===== src/rtl/udp_writer.sv =====
// udp_writer: snapshots a CAPACITY-byte word and streams it MSB-first to udp_packet as one UDP payload.
// Optional UDP_WRITER_SEQ_EN prepends a 16-bit packet sequence number to the payload.
module udp_writer #(
  parameter int CAPACITY = 1,
  parameter int MIN_GAP = 1024,
  parameter int WAIT_TIMEOUT = 65535
) (
  input  logic                  clk,
  input  logic                  rst,
  input  logic                  send,
  input  logic [CAPACITY*8-1:0] i_data,
  output logic                  trig,
  input  logic                  read_en,
  output logic [7:0]            o_data,
  output logic [15:0]           data_len,
  output logic                  busy,
  output logic                  dropped,
  output logic                  cap_err
);
`ifdef UDP_WRITER_SEQ_EN
  localparam int LEN = CAPACITY + 2;
`else
  localparam int LEN = CAPACITY;
`endif
  localparam int FW = LEN * 8;
  localparam int IW = $clog2(LEN + 1);
  localparam int CMAX = WAIT_TIMEOUT > MIN_GAP ? WAIT_TIMEOUT : MIN_GAP;
  localparam int CW = $clog2(CMAX + 1);
  typedef enum logic [2:0] {IDLE, ARM, WAIT, SEND, GAP} state_t;
  state_t state, state_nx;
  logic [CAPACITY*8-1:0] snap;
  logic [IW-1:0] idx, idx_nx;
  logic [CW-1:0] cnt;
  logic [FW-1:0] frame, frame_nx, frame_sh;
  logic short_pkt, rd;
`ifdef UDP_WRITER_SEQ_EN
  logic [15:0] seq;
  assign frame = {seq, snap};
  assign frame_nx = {seq, i_data};
  always_ff @(posedge clk or posedge rst)
    if (rst) seq <= '0;
    else if (state == SEND && !read_en && !short_pkt) seq <= seq + 1'b1;
`else
  assign frame = snap;
  assign frame_nx = i_data;
`endif
  assign short_pkt = idx < IW'(LEN);
  assign idx_nx = short_pkt ? idx + 1'b1 : idx;
  // Shifting past the frame end yields zero, which doubles as min-frame padding.
  assign frame_sh = frame << (8 * int'(idx_nx));
  assign rd = read_en && (state == WAIT || state == SEND);
  assign busy = state != IDLE;
  assign dropped = send && busy;
  assign data_len = 16'(LEN);
  always_comb begin
    state_nx = state;
    trig = 1'b0;
    cap_err = 1'b0;
    case (state)
      IDLE: state_nx = send ? ARM : IDLE;
      ARM: begin
        trig = 1'b1;
        state_nx = WAIT;
      end
      WAIT: begin
        cap_err = !read_en && cnt == CW'(WAIT_TIMEOUT - 1);
        state_nx = read_en ? SEND : cap_err ? GAP : WAIT;
      end
      SEND: begin
        cap_err = !read_en && short_pkt;
        state_nx = read_en ? SEND : GAP;
      end
      GAP: state_nx = cnt == CW'(MIN_GAP - 1) ? IDLE : GAP;
      default: state_nx = IDLE;
    endcase
  end
  always_ff @(posedge clk or posedge rst)
    if (rst) begin
      state <= IDLE;
      snap <= '0;
      idx <= '0;
      cnt <= '0;
      o_data <= '0;
    end else begin
      state <= state_nx;
      cnt <= state_nx != state ? '0 : (state == WAIT || state == GAP) ? cnt + 1'b1 : cnt;
      if (state == IDLE && send) begin
        snap <= i_data;
        idx <= '0;
        o_data <= frame_nx[FW-1 -: 8];
      end
      if (rd) begin
        idx <= idx_nx;
        o_data <= frame_sh[FW-1 -: 8];
      end
    end
endmodule


===== config.mk =====
export PLATFORM = sky130hd
export DESIGN_NAME = udp_writer
export DESIGN_NICKNAME = d
export VERILOG_FILES = /design/src/rtl/udp_writer.sv
export SDC_FILE = /design/constraint.sdc
export NUM_CORES = 1
export LEC_CHECK = 0
export ABC_AREA = 1
export CELL_PAD_IN_SITES_DETAIL_PLACEMENT = 0
export CELL_PAD_IN_SITES_GLOBAL_PLACEMENT = 2
export CORE_MARGIN = 8
export CORE_UTILIZATION = 29
export CTS_BUF_LIST = sky130_fd_sc_hd__clkbuf_8
export DETAILED_ROUTE_END_ITERATION = 7
export PLACE_DENSITY_LB_ADDON = 0.05
export SKIP_CTS_REPAIR_TIMING = 1
export SYNTH_ARGS = -nofsm -noshare
export SYNTH_HDL_FRONTEND = slang
export SYNTH_SLANG_ARGS = --single-unit

===== constraint.sdc =====
create_clock -name clk -period 1.7 [get_ports clk]
set_input_delay 0.17 -clock clk [delete_from_list [all_inputs] [get_ports clk]]
set_output_delay 0.17 -clock clk [all_outputs]
set_load 0.02 [all_outputs]

Word level (Yosys, flattened, before mapping)
Index checks and enable logic that the tools add are counted.
Storage, ports and cells
  logic and storage cells: 43
  register bits: 36
  input bits: 12
  output and inout port bits: 28
Cells by class
  $add $sub $neg: 2
  reductions and logical operators: 12
  multiplexer cells: 15
  shifts and indexed selects: 1
  $lt $le $gt $ge: 1
  equality and inequality tests: 7
Operator list (count)
  2-to-1 mux 16 bit: 2
  adder 16 x 1 -> 16 bit (second input constant): 1
  == test 16 x 10 -> 1 bit (second input constant): 1
  == test 16 bit (second input constant): 1
  2-to-1 mux 8 bit: 2
  one-hot mux 3 bit (5 select lines): 1
  2-to-1 mux 3 bit: 4
  << shifter 8 x 4 -> 8 bit: 1
  == test 3 x 2 -> 1 bit (second input constant): 2
  logical AND 1 bit: 5
  2-to-1 mux 1 bit: 5
  nonzero test 2 bit: 2
  == test 3 x 1 -> 1 bit (second input constant): 1
  == test 3 bit (second input constant): 1
  zero test 3 bit: 1
  inequality test 3 bit: 1
  nonzero test 3 bit: 1
  logical OR 1 bit: 2
  one-hot mux 1 bit (2 select lines): 1
  adder 1 bit (second input constant): 1
  zero test 1 bit: 1
  < comparator 1 bit (second input constant): 1

Logic depth before layout (Yosys ltp)
Gate-level depths: netlist (run 1).
  word-level depth: 7
  depth in mapped cells: 12
  depth with buffers taken out: 11

Worst setup path after synthesis (run 1)
OpenSTA, ideal clock, no wires.
  path kind: reg2reg
  from: register cnt[1]
  to: register cnt[3]
  required time: 1.579 ns
  period minus slack after synthesis: 1.524 ns
  library setup time: 0.121 ns
  arrival time: 1.404 ns
  stages on the path, launching flop included: 10
  slack: 0.176 ns
  buffers on the path: 1
  cells stage by stage: dfrtp_1 -> ha_1 -> nand3_1 -> nor3_1 -> nand4_1 -> nand2_1 -> nand2_1 -> nand3_4 -> buf_6 -> nor2_2
Between the ends
  longest elaborated chain between the ends: 7
  elaborated cells between the ends (all ways): 12
  classes of those cells: add/sub: 1; eq/ne: 3; mux: 6; reduce/logical: 2
Ends and longest elaborated chain
  from (decl): RTL line 33  | logic [CW-1:0] cnt;
  from (signal assigned): RTL line 86  | cnt <= state_nx != state ? '0 : (state == WAIT || state == GAP) ? cnt + 1'b1 : cnt;
  == test 16 bit: RTL line 66  | cap_err = !read_en && cnt == CW'(WAIT_TIMEOUT - 1);
  logical AND 1 bit: RTL line 66
  2-to-1 mux 3 bit (2 in series): RTL line 67  | state_nx = read_en ? SEND : cap_err ? GAP : WAIT;
  one-hot mux 3 bit (5 select lines): RTL line 59  | case (state)
  inequality test 3 bit: RTL line 86
  2-to-1 mux 16 bit or nonzero test 2 bit (tied branches)
Parallel ways exist; a longest one is shown, timed or not. The select of a mux whose other input is x is not followed.
A chain may end at the register's enable or synchronous reset.

Final worst setup path (run 1)
  from: register cnt[0]
  to: output cap_err
Between the ends
  longest elaborated chain between the ends: 3
Ends and longest elaborated chain
  == test 16 bit: RTL line 66
  logical AND 1 bit: RTL line 66
  one-hot mux 1 bit (2 select lines): RTL line 59
  to (decl): RTL line 18  | output logic cap_err
No other way between the ends.

==> results of run 1 <==
## layout make-up
cell class	instances	area, um2	share of cell area, %
multi-input combinational	153	855	34.4
clock buffer	4	55.1	2.22
sequential	28	702	28.2
inverter	27	101	4.08
timing repair buffer	77	678	27.3
tap	75	93.8	3.78
## worst max path at each step
stage,depth (start not counted),startpoint,endpoint
6_report,9,cnt[0],cap_err
5_1_grt,9,cnt[0],cap_err
4_1_cts,9,cnt[0],cap_err
3_5_place_dp,9,read_en,cap_err
3_3_place_gp,9,read_en,cap_err
2_1_floorplan,9,cnt[1],cnt[3]
## power groups by stage
| stage | Clock, uW | Sequential, uW | Combinational (uW) |
|---|---|---|---|
| floorplan | 0 | 1070 | 910 |
| global placement | 0 | 934 | 1850 |
| detailed placement | 0 | 937 | 1880 |
| CTS | 447 | 930 | 1890 |
| global route | 473 | 948 | 2220 |
| finish | 425 | 929 | 2030 |
## worst reg2reg max path, delay by kind of cell (launching register included)
family                   cells  cell delay [ps]
adder cells (fa/ha/maj)      1              140
flip-flops                   1              430
AND/OR/NAND/NOR              7              750
buffers and inverters        2              290
## sequential cells by signal, summed over array words and instances, names as in the netlist
name and count:
cnt 16, idx 1, o_data 8, state 3
## per-stage QoR
stage	hold WS, ps	instance area, um2	setup TNS [ps]	utilization, %
after floorplan	235	1740	0	-
after global placement	455	2300	-2140	39.8
after detailed placement	456	2300	-1820	39.8
after CTS	268	2360	-2940	40.8
after global routing	290	2480	-1920	43.0
final	252	2480	-2.76	43.0
## cells by family (layout without fill, tap and decap cells)
kind of cell,Yosys count,count (layout),synth area share (%)
and+or+nand+nor,106,106,29.8
buffers and inverters,46,108,14.6
DFF,28,28,41.4
AOI/OAI and AO/OA,16,16,5.03
xor gates and xnor gates,13,13,7.17
adders and majority gates,2,2,1.48
other,2,16,0.444
## routing by layer
layer | wire [um] | GRT usage (%)
met2 | 2340 | 20.5
met4 | 27 | 2.55
met1 | 1820 | 10.7
met5 | 0 | 0
met3 | 200 | 3.56
## layout by cell type, fill, tap and decap left out, types with 13 or more instances in the layout
cell,count
dfrtp_1,27
nor2_1,23
clkdlybuf4s50_1,19
nand3_1,13
nor2_2,13
o21ai_0,14
conb_1,16
nand2_1,39
buf_4,51
inv_1,24
==> results by group, run 1 <==
Outcome
  – Outcome: finished, violations left
  – Failing checks: negative setup slack

Die
  – Total core area: 5780 um2
  – Initial Util: 29.3%
  – Die W: 92.4 um
  – Die area: 8530 um2
  – # IOs: 40
  – Row Count: 28
  – Die Y: 92.4 um

Clocking
  – Cts bufs inserted: 3
  – CTS root buffer: clkbuf_8
  – Sink Count: 28
  – CTS tree: yes
  – H-tree depth: 1
  – Clk slew on worst S/H paths: 100 ps
  – Clk_lat worst skew: between 200 and 300 ps
  – Clk buf depth: 2

Worst setup path
  – CP max-delay cell: dfrtp_1
  – Worst path arrival time: about 1500 ps
  – Gate family responsible for the most delay along the worst path: flip-flops
  – Crit-path max cell delay: 400 ps
  – FF-to-FF Start: cnt[1]
  – Register-to-Register Setup Slack: 10 ps
  – Buf+Inv Stages, Crit Path: 2
  – Setup crit end kind: output port
  – R2R cell count: 10
  – Cell mode on critical path: nand2_1
  – Setup CP Type: flip-flop to output port
  – WP data required: 1530 ps
  – Crit Path Max Fanout: 2
  – Crit-path cells: inv_2, ha_4, nand2_1, nor2_1, nand2_1, nor2_1, nand2_1, o21ai_0, buf_4
  – Worst Setup Start Kind: flip-flop
  – R2R Path End: cnt[5]

Detailed routing
  – Final wirelength: 4.38 mm
  – Routed Antenna Nets: 0
  – Vias after detailed routing: 1539
  – DR pass1 iterations: 4
  – Iter 0 DRT Violations: 29
  – Wirelength per Cell: around 12 um
  – Number of remaining DRC errors: 0
  – Drt via density: 4.23

Synthesis
  – Post-synth EDFFs: 0
  – Flop and latch count out of synthesis: 28
  – Cells after Synth: 213
  – Yosys cell types: 24
  – Post-Syn Area: 1690 um2
  – Asr flop ratio synth: 100%
  – Mean Syn Cell Area: 7.94 um2
  – Synth top cells by count: nand2_1, dfrtp_1, inv_1, nor2_1, buf_4
  – Share of the synthesized area in the top cell type: 41.4%
  – Sequential area share after synthesis: between 40% and 50%
  – Area leader, netlist: dfrtp_1
  – Top-count cell post-synth: nand2_1
  – Top cells by area, synth: dfrtp_1, nand2_1, buf_4
  – Post-synth top flop: dfrtp_1
  – Synth Warn #: 0

Global route
  – Antenna violations before repair: 0
  – Global Route Usage Sum: 10.6%
  – Largest net degree at the start of global routing: 29
  – Vias in the first global route: roughly 1700
  – Gr ovfl total: 0
  – Global-route wire length before repair: ~7.5 mm

Power
  – Clock power frac: 12.5%
  – Lkg Pwr: 0.00121 uW
  – P_sw: 1390 uW
  – Sequential share of power: 27.4%
  – Final Total Pwr: 3390 uW
  – Net switching share of the total power: 40.9%
  – Comb pwr share: approximately three fifths
  – PwrDens: 1360 nW/um2
  – Maximum vdd drop: 0.829 mV
  – Internal power: 2000 uW

Min path
  – HP Class: input port to asynchronous set/reset pin

Finish
  – Fillcell total: 610
  – Final nets: roughly 300
  – Area Overhead vs Synth: 46.9%
  – Fin cells: 364
  – Antenna diodes: 0
  – Share of post-route cells with drive strength above 1: 30.8%

Timing
  – Peak Freq: 0.587 GHz
  – Max Slew Vio Count: 0
  – Post-layout min period: 1700 ps
  – RSZ-0062 raised after global routing: true
  – Final worst-path cycle share: 100%
  – Final Hold Viols: 0
  – Clock skew after layout: between 5 and 6 ps
  – Setup-failing EPs final: 1
  – Setup WS post-layout: -2.76 ps

Placement
  – Detail Placement HPWL: 3.48 mm
  – Pre-CTS WS: -235 ps
  – GP Congestion: 0.800
  – Placed cell count: 355
  – Port Buffers: 23

Run
  – Max-Cap Viols: 0
Note: power is estimated with default switching activity, not from simulation.
==> run 2: changes to the inputs <==
--- a/config.mk
+++ b/config.mk
@@ -5,14 +5,14 @@
 export SDC_FILE = /design/constraint.sdc
 export NUM_CORES = 1
 export LEC_CHECK = 0
-export ABC_AREA = 1
 export CELL_PAD_IN_SITES_DETAIL_PLACEMENT = 0
 export CELL_PAD_IN_SITES_GLOBAL_PLACEMENT = 2
 export CORE_MARGIN = 8
-export CORE_UTILIZATION = 29
+export CORE_UTILIZATION = 30
 export CTS_BUF_LIST = sky130_fd_sc_hd__clkbuf_8
 export DETAILED_ROUTE_END_ITERATION = 7
 export PLACE_DENSITY_LB_ADDON = 0.05
+export RECOVER_POWER = 100
 export SKIP_CTS_REPAIR_TIMING = 1
 export SYNTH_ARGS = -nofsm -noshare
 export SYNTH_HDL_FRONTEND = slang
==> results by group, run 2 <==
Outcome
  – Outcome: finished, violations left (unchanged)
  – Failing checks: negative setup slack (unchanged)

Min path
  – HP Class: input port to flip-flop (was input port to asynchronous set/reset pin)
  – Hold Path End: o_data[3]
  – Hold Startpoint: i_data[3]
  – Hold Crit Depth: 3

Die
  – Die Y: 90.5 um (was 92.4 um)
  – Die W: 90.5 um (was 92.4 um)
  – # IOs: 40 (unchanged)
  – Initial Util: 30.6% (was 29.3%)
  – Total core area: 5440 um2 (was 5780 um2)
  – Row Count: 27 (was 28)
  – Die area: 8200 um2 (was 8530 um2)

Synthesis
  – Share of the synthesized area in the top cell type: 42.0% (was 41.4%)
  – Flop and latch count out of synthesis: 28 (unchanged)
  – Top cells by area, synth: dfrtp_1, buf_4, xnor2_1 (was dfrtp_1, nand2_1, buf_4)
  – Asr flop ratio synth: 100% (unchanged)
  – Synth Warn #: 0 (unchanged)
  – Synth top cells by count: dfrtp_1, nand2_1, buf_4, nor3_1, o21ai_0 (was nand2_1, dfrtp_1, inv_1, nor2_1, buf_4)
  – Area leader, netlist: dfrtp_1 (unchanged)
  – Post-Syn Area: 1670 um2 (was 1690 um2)
  – Post-synth top flop: dfrtp_1 (unchanged)
  – Top-count cell post-synth: dfrtp_1 (was nand2_1)
  – Sequential area share after synthesis: 42.0% (was 41.4%)
  – Mean Syn Cell Area: 9.11 um2 (was 7.94 um2)
  – Yosys cell types: 40 (was 24)
  – Cells after Synth: 183 (was 213)
  – Post-synth EDFFs: 0 (unchanged)

Detailed routing
  – Met2 Wirelength: 2.24 mm (was 2.34 mm)
  – DR pass1 iterations: 6 (was 4)
  – Drt via density: 4.55 (was 4.23)
  – Iter 0 DRT Violations: 72 (was 29)
  – Vias after detailed routing: 1442 (was 1539)
  – Routed Antenna Nets: 0 (unchanged)
  – WL met1: 1.76 mm (was 1.82 mm)
  – Metal3 WL: 169 um (was 200 um)
  – Wirelength per Cell: 13.3 um (was 12.0 um)
  – Final wirelength: 4.22 mm (was 4.38 mm)
  – Top sig layer: met4 (unchanged)
  – Number of remaining DRC errors: 0 (unchanged)

Timing
  – Final worst-path cycle share: 119% (was 100%)
  – Max_slew headroom: 52.3%
  – Setup WS post-layout: -329 ps (was -2.76 ps)
  – Clock skew after layout: 6.20 ps (was 5.37 ps)
  – Final Hold Viols: 0 (unchanged)
  – Setup-failing EPs final: 19 (was 1)
  – Worst Max-Slew Pin Slew: 715 ps
  – Post-layout min period: 2030 ps (was 1700 ps)
  – Peak Freq: 0.493 GHz (was 0.587 GHz)
  – Hold Worst Slack: 428 ps (was 252 ps)
  – Max Slew Vio Count: 0 (unchanged)
  – RSZ-0062 raised after global routing: true (unchanged)

Clocking
  – CTS tree: yes (unchanged)
  – Clk slew on worst S/H paths: 100 ps (about the same)
  – Clk buf depth: 2 (unchanged)
  – Cts bufs inserted: 3 (unchanged)
  – Clk_lat worst skew: 280 ps (about the same)
  – Sink Count: 28 (unchanged)
  – H-tree depth: 1 (unchanged)
  – CTS root buffer: clkbuf_8 (unchanged)

Worst setup path
  – Setup crit end kind: output port (unchanged)
  – Crit path from: cnt[6] (was cnt[0])
  – Setup CP Type: flip-flop to output port (unchanged)
  – WP data required: 1530 ps (about the same)
  – Worst path arrival time: 1860 ps (was 1530 ps)
  – Crit Path Max Fanout: 2 (unchanged)
  – FF-to-FF Start: cnt[0] (was cnt[1])
  – CP max-delay cell: or4_4 (was dfrtp_1)
  – R2R cell count: 8 (was 10)
  – Crit-path max cell delay: 540 ps (was 400 ps)
  – Crit-path cells: nand4_4, or2_4, or4_4, a21boi_4, buf_6 (was inv_2, ha_4, nand2_1, nor2_1, nand2_1, nor2_1, nand2_1, o21ai_0, buf_4)
  – Register-to-Register Setup Slack: -260 ps (was 10 ps)
  – Worst Setup Start Kind: flip-flop (unchanged)
  – R2R Path End: cnt[14] (was cnt[5])

Global route
  – Gr ovfl total: 0 (unchanged)
  – Antenna violations before repair: 0 (unchanged)
  – Global Route Usage Sum: 10.8% (was 10.6%)
  – Largest net degree at the start of global routing: 29 (unchanged)
  – Vias in the first global route: 1559 (was 1720)
  – Global-route wire length before repair: 7.36 mm (was 7.47 mm)

Finish
  – Multi-input logic area: 921 um2 (was 855 um2)
  – Area Overhead vs Synth: 45.1% (was 46.9%)
  – Final nets: 260 (was 304)
  – Fillcell total: 543 (was 610)
  – Commonest non-fill, non-tap cell in the layout: buf_4 (unchanged)
  – Share of post-route cells with drive strength above 1: 29.0% (was 30.8%)
  – Biggest regs: cnt: 16 flops, o_data: 8 flops, state: 3 flops (unchanged)
  – Largest Register: cnt (unchanged)
  – Most frequent cells in the layout: buf_4, dfrtp_1, nand2_1 (was buf_4, nand2_1, dfrtp_1)
  – FF/Latch Area: 701 um2 (was 702 um2)
  – Max reg flops: 16 (unchanged)
  – Antenna diodes: 0 (unchanged)

Placement
  – Detail Placement HPWL: 3.23 mm (was 3.48 mm)
  – GP Congestion: 0.743 (was 0.800)
  – Pre-CTS WS: -547 ps (was -235 ps)
  – Port Buffers: 23 (unchanged)

Run
  – Max-Cap Viols: 0 (unchanged)

Power
  – Lkg Pwr: 0.00105 uW (was 0.00121 uW)
  – Maximum vdd drop: 0.650 mV (was 0.829 mV)
  – PwrDens: 1330 nW/um2 (was 1360 nW/um2)
run 2: per-stage QoR:
step           setup TNS [ps]  util, %  total power (uW)  cells  instance area, um2
5_1_grt                 -6430     44.5              3460    317                2420
3_3_place_gp            -5340     41.8              2690    310                2280
6_report                -4320     44.5              3210    317                2420
2_1_floorplan           -1180        -              1970    197                1780
3_5_place_dp            -6050     41.8              2720    310                2280
4_1_cts                 -6710     43.2              3270    314                2350
run 2: area by class of cell:
| type | count | area share [%] |
|---|---|---|
| inverter | 8 | 1.24 |
| clock buffer | 3 | 1.71 |
| sequential | 28 | 29.0 |
| timing repair buffer | 69 | 25.0 |
| multi-input combinational | 136 | 38.1 |
| tap | 72 | 3.72 |
| clock inverter | 1 | 1.24 |
run 2: worst max path at each step:
stage | end | slack, ps | depth (start not counted)
6_report | cap_err | -330 | 5
5_1_grt | cap_err | -410 | 5
4_1_cts | cap_err | -860 | 5
3_5_place_dp | cap_err | -550 | 5
3_3_place_gp | cap_err | -520 | 5
2_1_floorplan | cnt[12] | -90 | 6
run 2: critical path, delay by kind of cell, from the launching register on:
kind | cells | cell delay, ps
buffers and inverters | 1 | 130
AND/OR/NAND/NOR | 3 | 910
flip-flops | 1 | 400
AO/OA/AOI/OAI | 1 | 140
run 2: cells by family after synthesis:
kind of cell    share of synthesized area [%]
fa+ha+maj                                1.50
buf+inv                                  11.6
simple gates                             25.9
xor+xnor                                 6.31
compound gates                           12.2
other cells                             0.451
flops                                    42.0
run 2: report_power, final:
group	switching, uW	total, uW	internal (uW)
Combinational	944	1740	794
Sequential	105	932	826
Clock	224	540	316
run 2: routing by layer:
layer,vias up,global-route usage [%]
li1,729,-
met1,683,12.0
met2,25,19.2
met3,5,3.41
met4,0,3.05
met5,-,0
